$ cat config.mk
export PLATFORM = sky130hd
export DESIGN_NAME = share_generator
export DESIGN_NICKNAME = d
export VERILOG_FILES = /design/src/rtl/share_generator.sv
export SDC_FILE = /design/constraint.sdc
export NUM_CORES = 1
export LEC_CHECK = 0
export ABC_AREA = 1
export CORE_MARGIN = 1
export CORE_UTILIZATION = 43
export CTS_BUF_LIST = sky130_fd_sc_hd__clkbuf_4 sky130_fd_sc_hd__clkbuf_8
export DETAILED_ROUTE_END_ITERATION = 7
export GPL_TIMING_DRIVEN = 0
export PLACE_DENSITY = 0.71
export RECOVER_POWER = 25
export SLEW_MARGIN = 20
export SYNTH_ARGS = -nofsm -noshare
export SYNTH_HDL_FRONTEND = slang
export SYNTH_SLANG_ARGS = --single-unit
export TNS_END_PERCENT = 20
$ cat constraint.sdc
create_clock -name clk -period 2.9 [get_ports clk]
set_clock_uncertainty 0.2 [all_clocks]
set_input_delay 0.58 -clock clk [delete_from_list [all_inputs] [get_ports clk]]
set_output_delay 0.58 -clock clk [all_outputs]
set_load 0.1 [all_outputs]
$ cat src/rtl/share_generator.sv
// Converts two unmasked operands into 2-share Boolean masked form using masks drawn from a 32-bit Galois LFSR.
// Optional macro SHARE_ZEROIZE_EN clears the share outputs after a drain-only cycle.
module share_generator #(
  parameter int          WIDTH         = 8,
  parameter int          WARMUP_CYCLES = 4,
  parameter logic [31:0] POLY          = 32'h80200003
) (
  input  logic             clk,
  input  logic             rst_n,
  input  logic             seed_valid,
  input  logic [31:0]      seed,
  input  logic             in_valid,
  output logic             in_ready,
  input  logic [WIDTH-1:0] secret_a,
  input  logic [WIDTH-1:0] secret_b,
  output logic             out_valid,
  input  logic             out_ready,
  output logic [WIDTH-1:0] a0,
  output logic [WIDTH-1:0] a1,
  output logic [WIDTH-1:0] b0,
  output logic [WIDTH-1:0] b1,
  output logic             seeded
);

  typedef enum logic [1:0] {NOSEED, WARMUP, RUN} state_t;

  state_t           state;
  logic [7:0]       warm_cnt;
  logic [31:0]      lfsr;
  logic [31:0]      lfsr_adv;
  logic [31:0]      seed_load;
  logic [WIDTH-1:0] mask_a_p0;
  logic [WIDTH-1:0] mask_b_p0;
  logic             accept;
  logic             drain;

  function automatic logic [31:0] lfsr_step(input logic [31:0] s);
    return s[0] ? ((s >> 1) ^ POLY) : (s >> 1);
  endfunction

  // Consume a full 2*WIDTH steps per transaction so no mask bit is ever reused.
  always_comb begin
    lfsr_adv = lfsr;
    for (int i = 0; i < 2 * WIDTH; i++) begin
      lfsr_adv = lfsr_step(lfsr_adv);
    end
  end

  assign seed_load = (seed == 32'h0) ? 32'h1 : seed;
  assign mask_a_p0 = lfsr[WIDTH-1:0];
  assign mask_b_p0 = lfsr[2*WIDTH-1:WIDTH];
  assign in_ready  = (state == RUN) && !seed_valid && (!out_valid || out_ready);
  assign accept    = in_valid && in_ready;
  assign drain     = out_valid && out_ready;
  assign seeded    = (state == RUN);

  // Control: seed loading, warm-up sequencing and mask consumption.
  always_ff @(posedge clk or negedge rst_n) begin
    if (!rst_n) begin
      state    <= NOSEED;
      warm_cnt <= 8'd0;
      lfsr     <= 32'h1;
    end else if (seed_valid) begin
      state    <= WARMUP;
      warm_cnt <= 8'd0;
      lfsr     <= seed_load;
    end else begin
      case (state)
        WARMUP: begin
          lfsr <= lfsr_step(lfsr);
          if (warm_cnt == 8'(WARMUP_CYCLES - 1)) begin
            state <= RUN;
          end else begin
            warm_cnt <= warm_cnt + 8'd1;
          end
        end
        RUN: begin
          if (accept) begin
            lfsr <= lfsr_adv;
          end
        end
        default: begin
          state <= NOSEED;
        end
      endcase
    end
  end

  // Output stage p1: 1-deep buffer; secrets only ever enter through the mask XOR.
  always_ff @(posedge clk or negedge rst_n) begin
    if (!rst_n) begin
      out_valid <= 1'b0;
      a0        <= '0;
      a1        <= '0;
      b0        <= '0;
      b1        <= '0;
    end else if (accept) begin
      out_valid <= 1'b1;
      a0        <= secret_a ^ mask_a_p0;
      a1        <= mask_a_p0;
      b0        <= secret_b ^ mask_b_p0;
      b1        <= mask_b_p0;
    end else if (drain) begin
      out_valid <= 1'b0;
`ifdef SHARE_ZEROIZE_EN
      a0        <= '0;
      a1        <= '0;
      b0        <= '0;
      b1        <= '0;
`endif
    end
  end

endmodule

==> results by group <==
Status
  • Result of the run: finished, violations left
  • Failing checks: setup timing

Critical path
  • Required time at the worst-slack endpoint: 3.00 ns
  • Cell depth of the worst flop-to-flop path: 22
  • Kind of end point of the critical path: register
  • Most frequent CP cell: sky130_fd_sc_hd__nand2_8
  • Worst path top cell family by delay: simple AND/OR/NAND/NOR gates
  • Arrival time at the worst endpoint: 3.39 ns
  • Crit-path max cell delay: 0.54 ns
  • Count of buffer and inverter cells on the critical path: 3
  • Maximum fanout count along the critical path: 7
  • Critical path's slowest cell: sky130_fd_sc_hd__dfstp_2
  • Instance count on the critical path: 22
  • Launching element type of the critical path: register
  • Critical path cell sequence: buf_8 > inv_8 > nand2_2 > nand2_2 > nand2_8 > nand2_8 > nand2_8 > nand3_4 > nand2_8 > xor3_2 > nand2_2 > nand2_4 > xor2_4 > buf_6 > nand3_4 > nand2_4 > nand2_8 > nand3_4 > nand3b_1 > nand3_2 > nand2_2 > a21oi_2
  • WS Path Type: register to register

Run
  • Max-cap check violation count: 0

Floorplan
  • Die footprint: 0.01088 sq mm
  • Initial cell density of the core: 45.21%
  • Chip Width: 104.3 microns
  • Floorplan Core Area: around 0.010 sq mm
  • Boundary pin count: 88
  • Vert. Die Dim: approximately 100 microns
  • Total number of placement rows: 36

Synthesis
  • Synthesis warning total: 0
  • Number of flops mapped to enable cells by yosys: 0
  • Fraction of synthesized cell area taken by the top area cell type: 41.15%
  • Sequential share of the synthesized area: 41.73%
  • Post-synth design cell area: 0.004501 sq mm
  • Distinct cell type count after synthesis: 38
  • Share of synthesized registers carrying an async set or reset: 100.0%
  • Synthesized area per cell: between 8 and 9 sq um
  • Syn_nets: between 500 and 600
  • Number of synthesized register bits: 75
  • Most used DFF post-synth: sky130_fd_sc_hd__dfrtp_1
  • Yosys top cell by area: sky130_fd_sc_hd__dfrtp_1
  • Post-Synthesis Cells: 531
  • Leading post-synthesis cells by cell area: sky130_fd_sc_hd__dfrtp_1 41%, sky130_fd_sc_hd__o21ai_0 6.6%, sky130_fd_sc_hd__nand2_1 6.3%, sky130_fd_sc_hd__a21oi_1 5.2%, sky130_fd_sc_hd__nand3_2 3.6%

GRT
  • Antenna violations before repair: 0
  • Maximum number of pins on one net before global-route repair: 50
  • Wire length of the first global-routing pass: approximately 22000 microns
  • Gr ovfl total: 0
  • Vias in the first global route: 4271
  • Global-route usage over all layers: 26.50%

Cells and area
  • Area growth, synth to finish: 40.98%
  • Fin nets: approximately 700
  • Layout cells sized above 1: 20.76%
  • Antenna diode count: 0

Timing
  • Portion of the clock cycle consumed by the worst path in the final layout: 113.5%
  • Endpoints failing hold: 0
  • Minimum clock period after layout: ~3.3 ns
  • Number of failing setup endpoints in the final timing report: 11
  • Transition time at the pin with the least slew margin: 1.393 ns
  • Total negative setup slack: -3.499 ns
  • Achievable Freq: 303.8 MHz
  • Min setup slack post-route: -0.3912 ns
  • Worst slew margin: 7.141%
  • RSZ-0062 raised after global routing: yes
  • Pins Over Slew Limit: 0

Drt
  • Via count of the routed design: 4355
  • Violation count after the first detailed-routing iteration: 269
  • DRC violations left: 0
  • Post-DR vias/cell: between 5 and 6
  • DR pass1 iterations: 5
  • ANT nets after route: 0
  • Detailed-route wire length: between 10000 and 15000 microns
  • Routed len/inst: 18.06 microns

Worst hold path
  • Hold WC Path Type: register to register
  • Depth of the worst hold-timing path: 2

Placement
  • Half-perimeter wire length after placement: 10510 microns
  • Count of input and output buffers: 87
  • Placer's final routability congestion estimate: around 0.94

Clock network
  • Level count of the clock H-tree: 3
  • Cts bufs inserted: 9
  • Count of clock tree sinks: 75
  • Clock tree from TritonCTS: yes
  • Buffer levels on the longest clock path: 2
  • Post-CTS clock slew at the launch and capture registers of the worst setup and hold paths: 0.08 ns
  • Clock latency of the later-clocked register in the worst-skew pair: 0.36 ns
  • Clock Root Buffer: sky130_fd_sc_hd__clkbuf_8
path summary, 6_finish.rpt:
kind / to / slack [ns] / from
worst max-delay path: lfsr[20]$_DFFE_PN0P_ / -0.39 / lfsr[0]$_DFFE_PN1P_
worst min-delay path: a0[7]$_DFFE_PN0P_ / 0.29 / a0[7]$_DFFE_PN0P_
worst min register to register: a0[7]$_DFFE_PN0P_ / 0.29 / a0[7]$_DFFE_PN0P_
worst max register to register: lfsr[20]$_DFFE_PN0P_ / -0.39 / lfsr[0]$_DFFE_PN1P_
max in group asynchronous: b1[4]$_DFFE_PN0P_ / 0.13 / rst_n
min in group asynchronous: warm_cnt[6]$_DFFE_PN0P_ / 0.86 / rst_n
stage by stage:
stage | hold slack (ns) | cell area, sq um | utilization [%] | instances | setup slack (ns)
6_report | 0.2855 | 6345 | 63.74 | 793 | -0.3912
3_3_place_gp | 0.2668 | 5549 | 55.74 | 751 | -1.612
2_1_floorplan | 0.08441 | 4512 | - | 531 | 0.02785
3_5_place_dp | 0.2721 | 5574 | 56.00 | 752 | -0.7163
4_1_cts | 0.2903 | 6135 | 61.63 | 785 | -0.3004
5_1_grt | 0.3053 | 6345 | 63.74 | 793 | -0.5453
cells in the final DEF, fill, tap and decap left out, types with 5 or more instances in the layout:
master	synthesis	layout
sky130_fd_sc_hd__a21oi_1	47	46
sky130_fd_sc_hd__a22oi_1	18	18
sky130_fd_sc_hd__a31oi_1	5	5
sky130_fd_sc_hd__buf_4	0	24
sky130_fd_sc_hd__clkbuf_1	24	24
sky130_fd_sc_hd__clkbuf_8	0	13
sky130_fd_sc_hd__clkdlybuf4s50_1	0	84
sky130_fd_sc_hd__dfrtp_1	74	74
sky130_fd_sc_hd__inv_1	39	39
sky130_fd_sc_hd__nand2_1	75	63
sky130_fd_sc_hd__nand2_2	15	16
sky130_fd_sc_hd__nand2_4	12	14
sky130_fd_sc_hd__nand2_8	0	9
sky130_fd_sc_hd__nand3_1	26	12
sky130_fd_sc_hd__nand3_2	16	18
sky130_fd_sc_hd__nand3_4	3	15
sky130_fd_sc_hd__nor2_1	27	27
sky130_fd_sc_hd__nor3_1	5	5
sky130_fd_sc_hd__nor4_1	9	9
sky130_fd_sc_hd__o211ai_1	8	8
sky130_fd_sc_hd__o21ai_0	59	55
sky130_fd_sc_hd__o21ai_1	5	9
sky130_fd_sc_hd__xnor2_1	18	18
sky130_fd_sc_hd__xor2_1	13	12
layer usage:
| layer | share of wire (%) | vias to the layer above | track usage [%] |
|---|---|---|---|
| met2 | 49 | 154 | 43.24 |
| met4 | 2.4 | 0 | 11.12 |
| met1 | 43 | 2092 | 34.86 |
| met3 | 5.9 | 28 | 4.198 |
| met5 | 0 | - | 0 |
| li1 | - | 2081 | - |
worst min-delay path, stage by stage, from the launching register on:
cell and delay (ns):
sky130_fd_sc_hd__dfrtp_1 0.35, sky130_fd_sc_hd__nand2_1 0.05, sky130_fd_sc_hd__o21ai_0 0.05
sequential cells by signal, summed over array words and instances (netlist names):
name,cells
state,2
warm_cnt,8
lfsr,32
b1,8
b0,8
a1,8
a0,8
out_valid,1
logic make-up after synthesis:
family | count (synthesis) | share of synthesized area, %
buffers and inverters | 73 | 6.422
AND/OR/NAND/NOR | 192 | 23.63
adder cells (fa/ha/maj) | 1 | 0.2780
flip-flops | 75 | 41.73
AO/OA/AOI/OAI | 154 | 19.52
XOR/XNOR | 36 | 8.424
cell type report:
cell class	instances	area [sq um]
well taps	133	166.4
inverters	46	187.7
clock buffers	13	178.9
fillers	851	3610
multi-input cells	383	2700
clock inverters	3	43.79
plain buffers	27	116.4
flip-flops and latches	75	1878
repair buffers	113	1074
cells in the mapped netlist (all sizes together), types with 2 or more instances:
| master | n |
|---|---|
| buf | 3 |
| nand4 | 2 |
| nand3 | 45 |
| nor4 | 9 |
| o221ai | 4 |
| o22ai | 3 |
| a21oi | 50 |
| inv | 46 |
| nor2 | 27 |
| o21ai | 64 |
| dfrtp | 74 |
| o211ai | 8 |
| a31oi | 5 |
| xor2 | 16 |
| xnor2 | 18 |
| clkbuf | 24 |
| a22oi | 18 |
| nand2 | 102 |
| nor3 | 5 |
repair_timing:
action,4_1_cts,5_1_grt
setup endpoints to repair,17,29
buffers inserted,16,8
gates resized for setup,54,32
endpoints found under the hold margin,25,0
pin swaps,17,21
hold buffers,1,0
Power is not shown: default switching activity piles up to over one toggle a cycle in this logic, so the estimate is an artifact.
